===== src/rtl/spi_slave_regfile.sv =====
// SPI mode-0 target with a byte-wide register file.
// All SPI inputs are oversampled in the io_clock domain.
`timescale 1ns/1ps
module spi_slave_regfile #(
    parameter int ADDR_WIDTH  = 4,
    parameter int SYNC_STAGES = 2
) (
    input  logic                                io_clock,
    input  logic                                io_reset_n,
    input  logic                                io_spi_sclk,
    input  logic                                io_spi_ss,
    input  logic                                io_spi_mosi,
    output logic                                io_spi_miso,
    output logic                                io_spi_miso_oe,
    input  logic [7:0]                          io_status,
    output logic [8*(2**ADDR_WIDTH-1)-1:0]      io_regs,
    output logic                                io_wr_strobe,
    output logic [ADDR_WIDTH-1:0]               io_wr_addr
);
    localparam int DEPTH = 2**ADDR_WIDTH;
    localparam logic [ADDR_WIDTH-1:0] TOP = ADDR_WIDTH'(DEPTH - 1);

    typedef enum logic [1:0] {IDLE, CMD, WRITE, READ} state_t;

    logic [SYNC_STAGES-1:0] sclk_sync, ss_sync, mosi_sync;
    logic                   sclk_prev, ss_prev;
    logic                   sclk_s, ss_s, mosi_s;
    logic                   sclk_rise, sclk_fall, ss_rise, ss_fall;

    // SS chain resets high so release never looks like a select
    always_ff @(posedge io_clock or negedge io_reset_n) begin
        if (!io_reset_n) begin
            sclk_sync <= '0;
            ss_sync   <= '1;
            mosi_sync <= '0;
            sclk_prev <= 1'b0;
            ss_prev   <= 1'b1;
        end else begin
            sclk_sync <= {sclk_sync[SYNC_STAGES-2:0], io_spi_sclk};
            ss_sync   <= {ss_sync[SYNC_STAGES-2:0], io_spi_ss};
            mosi_sync <= {mosi_sync[SYNC_STAGES-2:0], io_spi_mosi};
            sclk_prev <= sclk_s;
            ss_prev   <= ss_s;
        end
    end

    assign sclk_s    = sclk_sync[SYNC_STAGES-1];
    assign ss_s      = ss_sync[SYNC_STAGES-1];
    assign mosi_s    = mosi_sync[SYNC_STAGES-1];
    assign sclk_rise = sclk_s & ~sclk_prev;
    assign sclk_fall = ~sclk_s & sclk_prev;
    assign ss_rise   = ss_s & ~ss_prev;
    assign ss_fall   = ~ss_s & ss_prev;

    state_t                state_q, state_d;
    logic [2:0]            bit_cnt_q, bit_cnt_d;
    logic [6:0]            rx_q, rx_d;
    logic [7:0]            tx_q, tx_d;
    logic [ADDR_WIDTH-1:0] addr_q, addr_d;
    logic                  miso_q, miso_d;
    logic                  oe_q, oe_d;
    logic                  we;
    logic [7:0]            regs_q [DEPTH-1];

    logic [7:0]            shifted;
    logic [ADDR_WIDTH-1:0] cmd_addr, inc_addr;
    logic [7:0]            cmd_byte, inc_byte;

    assign shifted  = {rx_q, mosi_s};
    assign cmd_addr = shifted[ADDR_WIDTH-1:0];
    assign inc_addr = addr_q + ADDR_WIDTH'(1);
    assign cmd_byte = (cmd_addr == TOP) ? io_status : regs_q[cmd_addr];
    assign inc_byte = (inc_addr == TOP) ? io_status : regs_q[inc_addr];

    always_comb begin
        state_d   = state_q;
        bit_cnt_d = bit_cnt_q;
        rx_d      = rx_q;
        tx_d      = tx_q;
        addr_d    = addr_q;
        miso_d    = miso_q;
        oe_d      = oe_q;
        we        = 1'b0;
        if (ss_rise) begin
            state_d   = IDLE;
            bit_cnt_d = 3'd0;
            miso_d    = 1'b0;
            oe_d      = 1'b0;
        end else begin
            case (state_q)
                IDLE: if (ss_fall) begin
                    state_d   = CMD;
                    bit_cnt_d = 3'd0;
                    miso_d    = 1'b0;
                    oe_d      = 1'b1;
                end
                CMD: if (sclk_rise) begin
                    rx_d      = shifted[6:0];
                    bit_cnt_d = bit_cnt_q + 3'd1;
                    if (bit_cnt_q == 3'd7) begin
                        addr_d  = cmd_addr;
                        tx_d    = cmd_byte;
                        state_d = shifted[7] ? READ : WRITE;
                    end
                end
                WRITE: if (sclk_rise) begin
                    rx_d      = shifted[6:0];
                    bit_cnt_d = bit_cnt_q + 3'd1;
                    if (bit_cnt_q == 3'd7) begin
                        we     = (addr_q != TOP);
                        addr_d = inc_addr;
                    end
                end
                READ: if (sclk_fall) begin
                    miso_d    = tx_q[7];
                    bit_cnt_d = bit_cnt_q + 3'd1;
                    // last bit of this byte is out; queue the next byte
                    if (bit_cnt_q == 3'd7) begin
                        addr_d = inc_addr;
                        tx_d   = inc_byte;
                    end else begin
                        tx_d = {tx_q[6:0], 1'b0};
                    end
                end
                default: state_d = IDLE;
            endcase
        end
    end

    always_ff @(posedge io_clock or negedge io_reset_n) begin
        if (!io_reset_n) begin
            state_q   <= IDLE;
            bit_cnt_q <= 3'd0;
            rx_q      <= '0;
            tx_q      <= '0;
            addr_q    <= '0;
            miso_q    <= 1'b0;
            oe_q      <= 1'b0;
        end else begin
            state_q   <= state_d;
            bit_cnt_q <= bit_cnt_d;
            rx_q      <= rx_d;
            tx_q      <= tx_d;
            addr_q    <= addr_d;
            miso_q    <= miso_d;
            oe_q      <= oe_d;
        end
    end

    always_ff @(posedge io_clock or negedge io_reset_n) begin
        if (!io_reset_n) begin
            for (int k = 0; k < DEPTH - 1; k++) regs_q[k] <= '0;
            io_wr_strobe <= 1'b0;
            io_wr_addr   <= '0;
        end else begin
            io_wr_strobe <= we;
            if (we) begin
                regs_q[addr_q] <= shifted;
                io_wr_addr     <= addr_q;
            end
        end
    end

    for (genvar k = 0; k < DEPTH - 1; k++) begin : g_regs
        assign io_regs[8*k +: 8] = regs_q[k];
    end

    assign io_spi_miso    = miso_q;
    assign io_spi_miso_oe = oe_q;
endmodule


===== config.mk =====
export PLATFORM = sky130hd
export DESIGN_NAME = spi_slave_regfile
export DESIGN_NICKNAME = d
export VERILOG_FILES = /design/src/rtl/spi_slave_regfile.sv
export SDC_FILE = /design/constraint.sdc
export NUM_CORES = 1
export LEC_CHECK = 0
export ABC_AREA = 1
export CAP_MARGIN = 30
export CORE_UTILIZATION = 45
export DETAILED_ROUTE_END_ITERATION = 6
export HOLD_SLACK_MARGIN = 0.1
export PLACE_DENSITY_LB_ADDON = 0.25
export SYNTH_ARGS = -nofsm -noshare
export SYNTH_HDL_FRONTEND = slang
export SYNTH_SLANG_ARGS = --single-unit

===== constraint.sdc =====
create_clock -name io_clock -period 2.4 [get_ports io_clock]
set_input_delay 0.36 -clock io_clock [delete_from_list [all_inputs] [get_ports io_clock]]
set_output_delay 0.36 -clock io_clock [all_outputs]
set_load 0.01 [all_outputs]

; Word-level counts from Yosys, hierarchy flattened
; Cells that the tools add are included.
[op_classes]
n_eq_ne = 16
n_mux = 44
bitwise_logic = 12
n_addsub = 2
order_cmp = 4
reduce_logical = 16
[op_table]
columns = cell, count
row1 = $bwmux W120, 1
row2 = $mux W8, 11
row3 = $bmux W8 S4, 2
row4 = $demux W8 S4, 1
row5 = $mux W4, 5
row6 = $pmux W8 S2, 1
row7 = $ge A5 B5 Y1 const B, 3
row8 = $not A4 Y5, 3
row9 = $mux W3, 4
row10 = $ne A3 B3 Y1 const B, 4
row11 = $pmux W4 S3, 1
row12 = $mux W1, 11
row13 = $pmux W3 S3, 1
row14 = $reduce_and A3 Y1, 3
row15 = $reduce_bool A3 Y1, 3
row16 = $eq A4 B4 Y1 const B, 2
row17 = $mux W2, 4
row18 = $ne A2 B2 Y1 const B, 4
row19 = $reduce_and A6 Y1, 1
row20 = $reduce_bool A2 Y1, 3
row21 = $lt A5 B1 Y1 const B, 1
row22 = $not A1 Y1, 5
row23 = $reduce_and A5 Y1, 1
row24 = $add A4 B1 Y4 const B, 1
row25 = 14 further kinds, 18
[word_totals]
ff_bits = 159
in_bits = 13
wordCells = 123
output_inout_bits = 127

; Longest topological paths before layout
; Gate-level depths: netlist (run 1).
[logic_depth]
depth_word = 9
mapped_depth = 15
depth_no_buf = 14

; Worst setup path before layout (run 1)
; Ideal clock, no wire load.
[synth_path]
path_kind = reg-to-reg
from = register addr_q[0]
to = register tx_q[7]
path_buffers = 3
period_less_slack_ps = 2234
setup_time_ps = 117
t_arrival_ps = 2117
path_stages_with_launch = 16
path_slack_ps = 166
t_required_ps = 2283
cell_sequence = dfrtp_1 > clkinv_1 > clkbuf_1 > ha_1 > buf_2 > clkinv_1 > clkbuf_1 > nand3_1 > nand2_1 > nand2_1 > nand3_1 > nand3_1 > nand2_1 > nand2_1 > nand2_1 > nand2_1
[synth_via]
elab_chain_cells = 9
word_cells_on_any_way = 10
cone_classes = 1 x add/sub / 1 x eq/ne / 7 x mux / 1 x bitwise
[synth_rtl]
columns = element, line_no
row1 = start: declaration, 59  ; logic [ADDR_WIDTH-1:0] addr_q, addr_d;
row2 = start signal: assignment, 144  ; addr_q <= addr_d;
row3 = $add A4 B1 Y4 *, 71  ; assign inc_addr = addr_q + ADDR_WIDTH'(1);
row4 = $not A4 Y5 (implied by the code), 73  ; assign inc_byte = (inc_addr == TOP) ? io_status : regs_q[inc_addr];
row5 = $bmux W8 S4, 73
row6 = $mux W8 (implied by the code) (2 in series), 73
row7 = $mux W8 *, 73
row8 = $mux W8 *, 118  ; if (bit_cnt_q == 3'd7) begin
row9 = $mux W8 *, 114  ; READ: if (sclk_fall) begin
row10 = $pmux W8 S2 *, 90  ; case (state_q)
row11 = end signal: assignment, 143  ; tx_q <= tx_d;
row12 = end: declaration, 58  ; logic [7:0] tx_q, tx_d;
; Every way passes the cells marked *; elsewhere a longest branch is shown, timed or not. The select of a mux whose other input is x is not followed.
; A chain may end at the register's enable or synchronous reset.

; Worst setup path in the final report (run 1)
[layout_path]
from = register addr_q[0]
to = register regs_q (netlist bit io_regs[14])
[layout_via]
elab_chain_cells = 6
word_cells_on_any_way = 12
cone_classes = 2 x order compare / 1 x eq/ne / 7 x mux / 1 x bitwise / 1 x reduce/logical
[layout_rtl]
columns = element, line_no
row1 = $not A4 Y5 (implied by the code), 158  ; regs_q[addr_q] <= shifted;
row2 = $ge A5 B5 Y1 (implied by the code) / $lt A5 B1 Y1 (equally long branches), 158
row3 = $logic_and A1 B1 Y1 (implied by the code), 158
row4 = $mux W8 (implied by the code), 158
row5 = $demux W8 S4, 158
row6 = $bwmux W120, 158
row7 = end signal: indexed assignment, 158
row8 = end: declaration, 63  ; logic [7:0] regs_q [DEPTH-1];
; Several ways; a longest one is shown, not always the timed one.

==> results of run 1 <==
-- per-layer routing --
metal  global-route usage  share of wire  up-vias
met5                    0              0        -
met4                0.132          0.032        0
met3               0.0444          0.077       64
met2                0.501           0.46      481
met1                0.442           0.43     4339
li1                     -              -     4279
-- registers in the layout, indices dropped and copies added, names as in the netlist, 2 cells and up --
register,cells
state_q,2
rx_q,7
sclk_sync,2
mosi_sync,2
io_regs,120
bit_cnt_q,3
io_wr_addr,4
tx_q,8
addr_q,4
ss_sync,2
-- through the flow --
stage          hold slack (ps)  cells   util  total power, mW  setup slack (ps)
4_1_cts                    332   1652  0.588             10.8               128
3_3_place_gp               335   1619  0.554             7.68               180
5_1_grt                    334   1652  0.589             11.4              3.27
2_1_floorplan             64.4   1238      -             5.88               166
6_report                   341   1652  0.589             10.9               105
3_5_place_dp               339   1619  0.554             7.71               134
-- timing repair --
action | in CTS | in global routing
hold buffers | 1 | 0
setup endpoints to repair | 0 | 7
gates resized for setup | 0 | 1
endpoints found under the hold margin | 49 | 0
-- power groups by stage --
stage / Clock [mW] / Combinational [mW] / Sequential, mW
CTS: 3.12 / 4.67 / 3.03
global route: 3.25 / 5.12 / 3.06
finish: 3.10 / 4.74 / 3.03
global placement: 0 / 4.61 / 3.07
floorplan: 0 / 2.86 / 3.02
detailed placement: 0 / 4.64 / 3.07
-- synthesized netlist by cell type, drive strengths merged --
| library cell | n |
|---|---|
| o311ai | 1 |
| o31ai | 1 |
| o22ai | 1 |
| o21ai | 164 |
| nor3 | 1 |
| nand2 | 455 |
| a31oi | 1 |
| dfstp | 3 |
| clkinv | 4 |
| or2 | 1 |
| clkbuf | 28 |
| ha | 12 |
| buf | 47 |
| dfrtp | 156 |
| a21oi | 30 |
| o211ai | 20 |
| nand4 | 19 |
| nand3b | 1 |
| xor2 | 2 |
| nand3 | 127 |
| inv | 101 |
| nor2 | 63 |
-- layout make-up --
class | instances | area, um2 | share of cell area
flip-flops and latches | 159 | 3980 | 0.343
multi-input cells | 899 | 4360 | 0.376
inverters | 105 | 399 | 0.0344
repair buffers | 192 | 1870 | 0.161
well taps | 265 | 332 | 0.0286
clock inverters | 11 | 201 | 0.0174
clock buffers | 21 | 460 | 0.0397
-- cells by family (layout without fill, tap and decap cells) --
group / after synthesis / count (layout)
simple gates: 667 / 667
compound gates: 218 / 218
buf+inv: 180 / 329
flops: 159 / 159
fa+ha+maj: 12 / 12
xor+xnor: 2 / 2
-- critical path, stage by stage, from the launching register on --
cell,delay [ps]
dfrtp_2,440
buf_12,180
ha_1,310
nand2_2,160
nand4_4,190
nor2_2,320
nand2_2,300
nand2_1,130
o21ai_0,90
-- worst min-delay path by stage --
stage	from	to
finish	io_spi_ss	ss_sync[0]$_DFF_PN1_
global placement	sclk_sync[0]$_DFF_PN0_	sclk_sync[1]$_DFF_PN0_
CTS	io_spi_ss	ss_sync[0]$_DFF_PN1_
detailed placement	mosi_sync[0]$_DFF_PN0_	mosi_sync[1]$_DFF_PN0_
floorplan	io_reset_n	addr_q[0]$_DFFE_PN0P_
global route	io_spi_ss	ss_sync[0]$_DFF_PN1_
==> impl_metrics.csv, run 1 <==
group,metric,value,unit
place,gp_congestion,0.952,
critical_path,cp-end-kind,"flop",
cts,cts.sinks,159,
place,place_hpwl,22.4,mm
cts,htreeDepth,4,
route,ant_nets,0,
synthesis,synth_xor_area_frac,0.00396,
critical_path,r2r-start,"addr_q[0]$_DFFE_PN0P_",
route,drc,0,
sta,slew_viol_final,0,
sta,worstMarginPinSlew,857,ps
min_path,hp-class,"input port to flop",
synthesis,synth_top_cell_by_area,"dfrtp_1",
cts,cts_buffers,17,
die,die_area,20900,um2
die,rows,51,
sta,post-route-min-period,2300,ps
route,wl_per_cell,19.1,um
route,routed_wl,31.6,mm
synthesis,synth_cells,1238,
layout,final_area,11600,um2
cts,cts.reportedPaths.clkPinSlew,70,ps
sta,clock.fmax,436,MHz
critical_path,critical_path_class,"flop to flop",
synthesis,synth_top_area_frac,0.427,
cts,tritoncts,"done",
synthesis,ys_warn_count,0,
route,dr.pass1.iters,6,
layout,nets,1399,
synthesis,yosys.cell_types.count,37,
flow_run,maxCapViolCount,0,
synthesis,synth_top_family_by_area,"simple AND/OR/NAND/NOR gates",
power,p_sw,4.66,mW
sta,clock_skew,11.4,ps
layout,diodes,0,
sta,fin_crit_sh,0.956,
power,sequentialPowerShare,0.279,
grt,grt_max_degree,53,
sta,setup_tns,0,ps
synthesis,ys_seq_elements,159,
critical_path,cp_max_fo,35,
sta,relSlewSlack,0.428,
cts,post-cts-setup-buffer-count,0,
power,comb_power_share,0.436,
grt,grtUsageTotal,0.319,
die,start_util,0.464,
die,io_pins,140,
synthesis,ys_seq_area_frac,0.435,
layout,area.growth.synth_to_final,26.8,%
die,die_w,145,um
sta,rsz0062_at_grt,"false",
status,outcome,"completed",
synthesis,synth_fa_ha_area_frac,0.0164,
cts,clock_latency,440,ps
grt,grt_pass1_vias,8561,
die,core_area,19700,um2
cts,cts_root_buf,"clkbuf_16",
layout,drive_gt1_frac,0.114,
critical_path,critical_path.startpoint,"addr_q[0]$_DFFE_PN0P_",
layout,nFillCells,1777,
sta,setup_viol,0,
route,vias,9163,
layout,final_common_cell,"nand2_1",
synthesis,avgSynthCellArea,7.39,um2
critical_path,critPathLaunchType,"flop",
power,irDropWorstVdd,0.715,mV
place,dpl_cell_area,10900,um2
synthesis,synth-compound-area-share,0.141,
sta,hold_viol_final,0,
power,powerDensity,937,nW/um2
place,port-buffer-count,139,
synthesis,synth.area.top_cells,"dfrtp_1 43%, nand2_1 18%, nand3_1 6.7%",
synthesis,synth_area,9150,um2
die,die_h,145,um
power,p_int,6.21,mW
critical_path,crit_path_end,"io_regs[14]$_DFFE_PN0P_",
grt,overflow,0,
synthesis,synth-simple-area-share,0.314,
layout,final_cell_mix,"442 x nand2_1, 155 x dfrtp_1, 138 x clkdlybuf4s50_1",
grt,grt_pass1_wl,49.2,mm
power,leakage,5.21,nW
synthesis,synth_mux_area_frac,0,
route,drtIter0Drc,968,
power,netSwitchingFraction,0.429,
critical_path,reg2reg_depth,8,
critical_path,worstPathArrival,2570,ps
critical_path,r2r_slack,100,ps
min_path,hold_depth,1,
route,viasPerCell,5.55,
synthesis,synth_nets,1263,
grt,antenna_found_initial,0,
cts,cts_buffer_depth,2,
critical_path,timing.rr.end,"io_regs[14]$_DFFE_PN0P_",
critical_path,crit_required,2680,ps
power,clkPwrFrac,0.285,
Note: power is estimated with default switching activity, not from simulation.
==> run 2, diff against run 1 <==
- CORE_UTILIZATION: 45 -> 50
==> impl_metrics.csv, run 2 (synthesis gave the netlist of run 1 again) <==
group,metric,value,unit
sta,post-route-min-period,2250,ps
die,rows,49,
critical_path,crit_required,2690,ps
min_path,hp-class,"input port to flop",
grt,busiest_layer,"met2",
power,leakage,5.14,nW
grt,grt.met3_usage,0.0578,
layout,area.growth.synth_to_final,24.8,%
sta,rsz0062_at_grt,"false",
critical_path,worstPathArrival,2540,ps
critical_path,r2r_slack,150,ps
cts,clock_latency,440,ps
place,gp_congestion,0.936,
layout,final_common_cell,"nand2_1",
route,drc,0,
layout,final_cell_mix,"442 x nand2_1, 155 x dfrtp_1, 138 x clkdlybuf4s50_1",
sta,fin_crit_sh,0.938,
place,port-buffer-count,139,
die,io_pins,140,
critical_path,cp-end-kind,"flop",
route,routed_wl,31.0,mm
route,drtIter0Drc,1167,
sta,setup_tns,0,ps
grt,grtUsageTotal,0.341,
layout,drive_gt1_frac,0.109,
cts,cts.sinks,159,
layout,largest_register_ffs,120,
place,dpl_cell_area,10800,um2
status,outcome,"completed",
route,wl_per_cell,19.3,um
critical_path,critPathLaunchType,"flop",
grt,overflow,0,
layout,diodes,0,
cts,cts_root_buf,"clkbuf_16",
cts,cts_buffers,17,
sta,finalWorstSetupSlack,149,ps
cts,postCtsResizedCells,0,
route,dr.pass1.iters,7,
sta,clock.fmax,444,MHz
sta,clock_skew,8.16,ps
sta,slew_viol_final,0,
sta,setup_viol,0,
critical_path,critical_path_class,"flop to flop",
route,viasPerCell,5.76,
die,core_area,18000,um2
die,die_area,18800,um2
place,placed_cells,1575,
layout,nFillCells,1614,
cts,tritoncts,"done",
die,die_h,137,um
grt,met1_usage,0.478,
cts,cts.reportedPaths.clkPinSlew,70,ps
cts,cts_buffer_depth,2,
die,start_util,0.510,
sta,hold_viol_final,0,
place,place_hpwl,21.7,mm
layout,fin_cells,1608,
grt,grt_max_degree,53,
grt,grt_use_met2,0.516,
cts,htreeDepth,4,
flow_run,maxCapViolCount,0,
sta,worstMarginPinSlew,886,ps
grt,antenna_found_initial,0,
layout,final_area,11400,um2
power,powerDensity,916,nW/um2
grt,grt_pass1_vias,8448,
layout,nets,1391,
route,ant_nets,0,
die,die_w,137,um
route,vias,9266,
critical_path,cp_max_fo,16,
sta,relSlewSlack,0.409,
place,place_ws,181,ps
power,irDropWorstVdd,0.671,mV
grt,grt_pass1_wl,47.2,mm
run 2: per-stage QoR:
step | hold slack, ps | utilization | power [mW]
6_report | 326 | 0.636 | 10.5
5_1_grt | 347 | 0.636 | 10.9
4_1_cts | 324 | 0.636 | 10.4
3_5_place_dp | 331 | 0.603 | 7.63
3_3_place_gp | 325 | 0.603 | 7.58
2_1_floorplan | 64.4 | - | 5.88
run 2: path summary, 6_finish.rpt:
kind / start / end / cells after the start
setup / recovery: ss_prev$_DFF_PN1_ / io_regs[77]$_DFFE_PN0P_ / 8
hold / removal: io_spi_ss / ss_sync[0]$_DFF_PN1_ / 1
setup reg to reg: ss_prev$_DFF_PN1_ / io_regs[77]$_DFFE_PN0P_ / 8
hold reg to reg: mosi_sync[0]$_DFF_PN0_ / mosi_sync[1]$_DFF_PN0_ / 0
max in group asynchronous: io_reset_n / ss_sync[0]$_DFF_PN1_ / 3
min in group asynchronous: io_reset_n / io_regs[33]$_DFFE_PN0P_ / 2
run 2: timing repair:
action | 4_1_cts | 5_1_grt
hold buffers | 1 | 0
endpoints found under the hold margin | 43 | 0
setup endpoints to repair | 0 | 0
setup buffers | 0 | 0
run 2: area by class of cell:
class                           instances  area [um2]  share of cell area
Timing Repair Buffer                  184        1820               0.159
Multi-Input combinational cell        899        4350               0.381
Clock inverter                         14         149              0.0130
Clock buffer                           18         429              0.0376
Sequential cell                       159        3980               0.349
Inverter                              105         399              0.0349
Tap cell                              229         287              0.0251
run 2: per-layer routing:
metal  up-vias  routed length, um  share of wire
li1       4259                  -              -
met2       568              13900           0.45
met5         -                  0              0
met1      4363              13100           0.42
met3        76               2810          0.091
met4         0               1170          0.038
run 2: power by group:
group | switching, mW | total (mW) | internal, mW
Sequential | 0.175 | 3.05 | 2.87
Combinational | 3.28 | 4.68 | 1.41
Clock | 1.26 | 2.73 | 1.47
Total | 4.71 | 10.5 | 5.75
run 2: worst max-delay path, stage by stage (launching register included):
cell     delay [ps]
dfstp_2         510
inv_1            40
ha_1            230
inv_1           200
nand4_4         210
nor2_2          330
nand3_2         360
nand2_1         150
o21ai_1          70
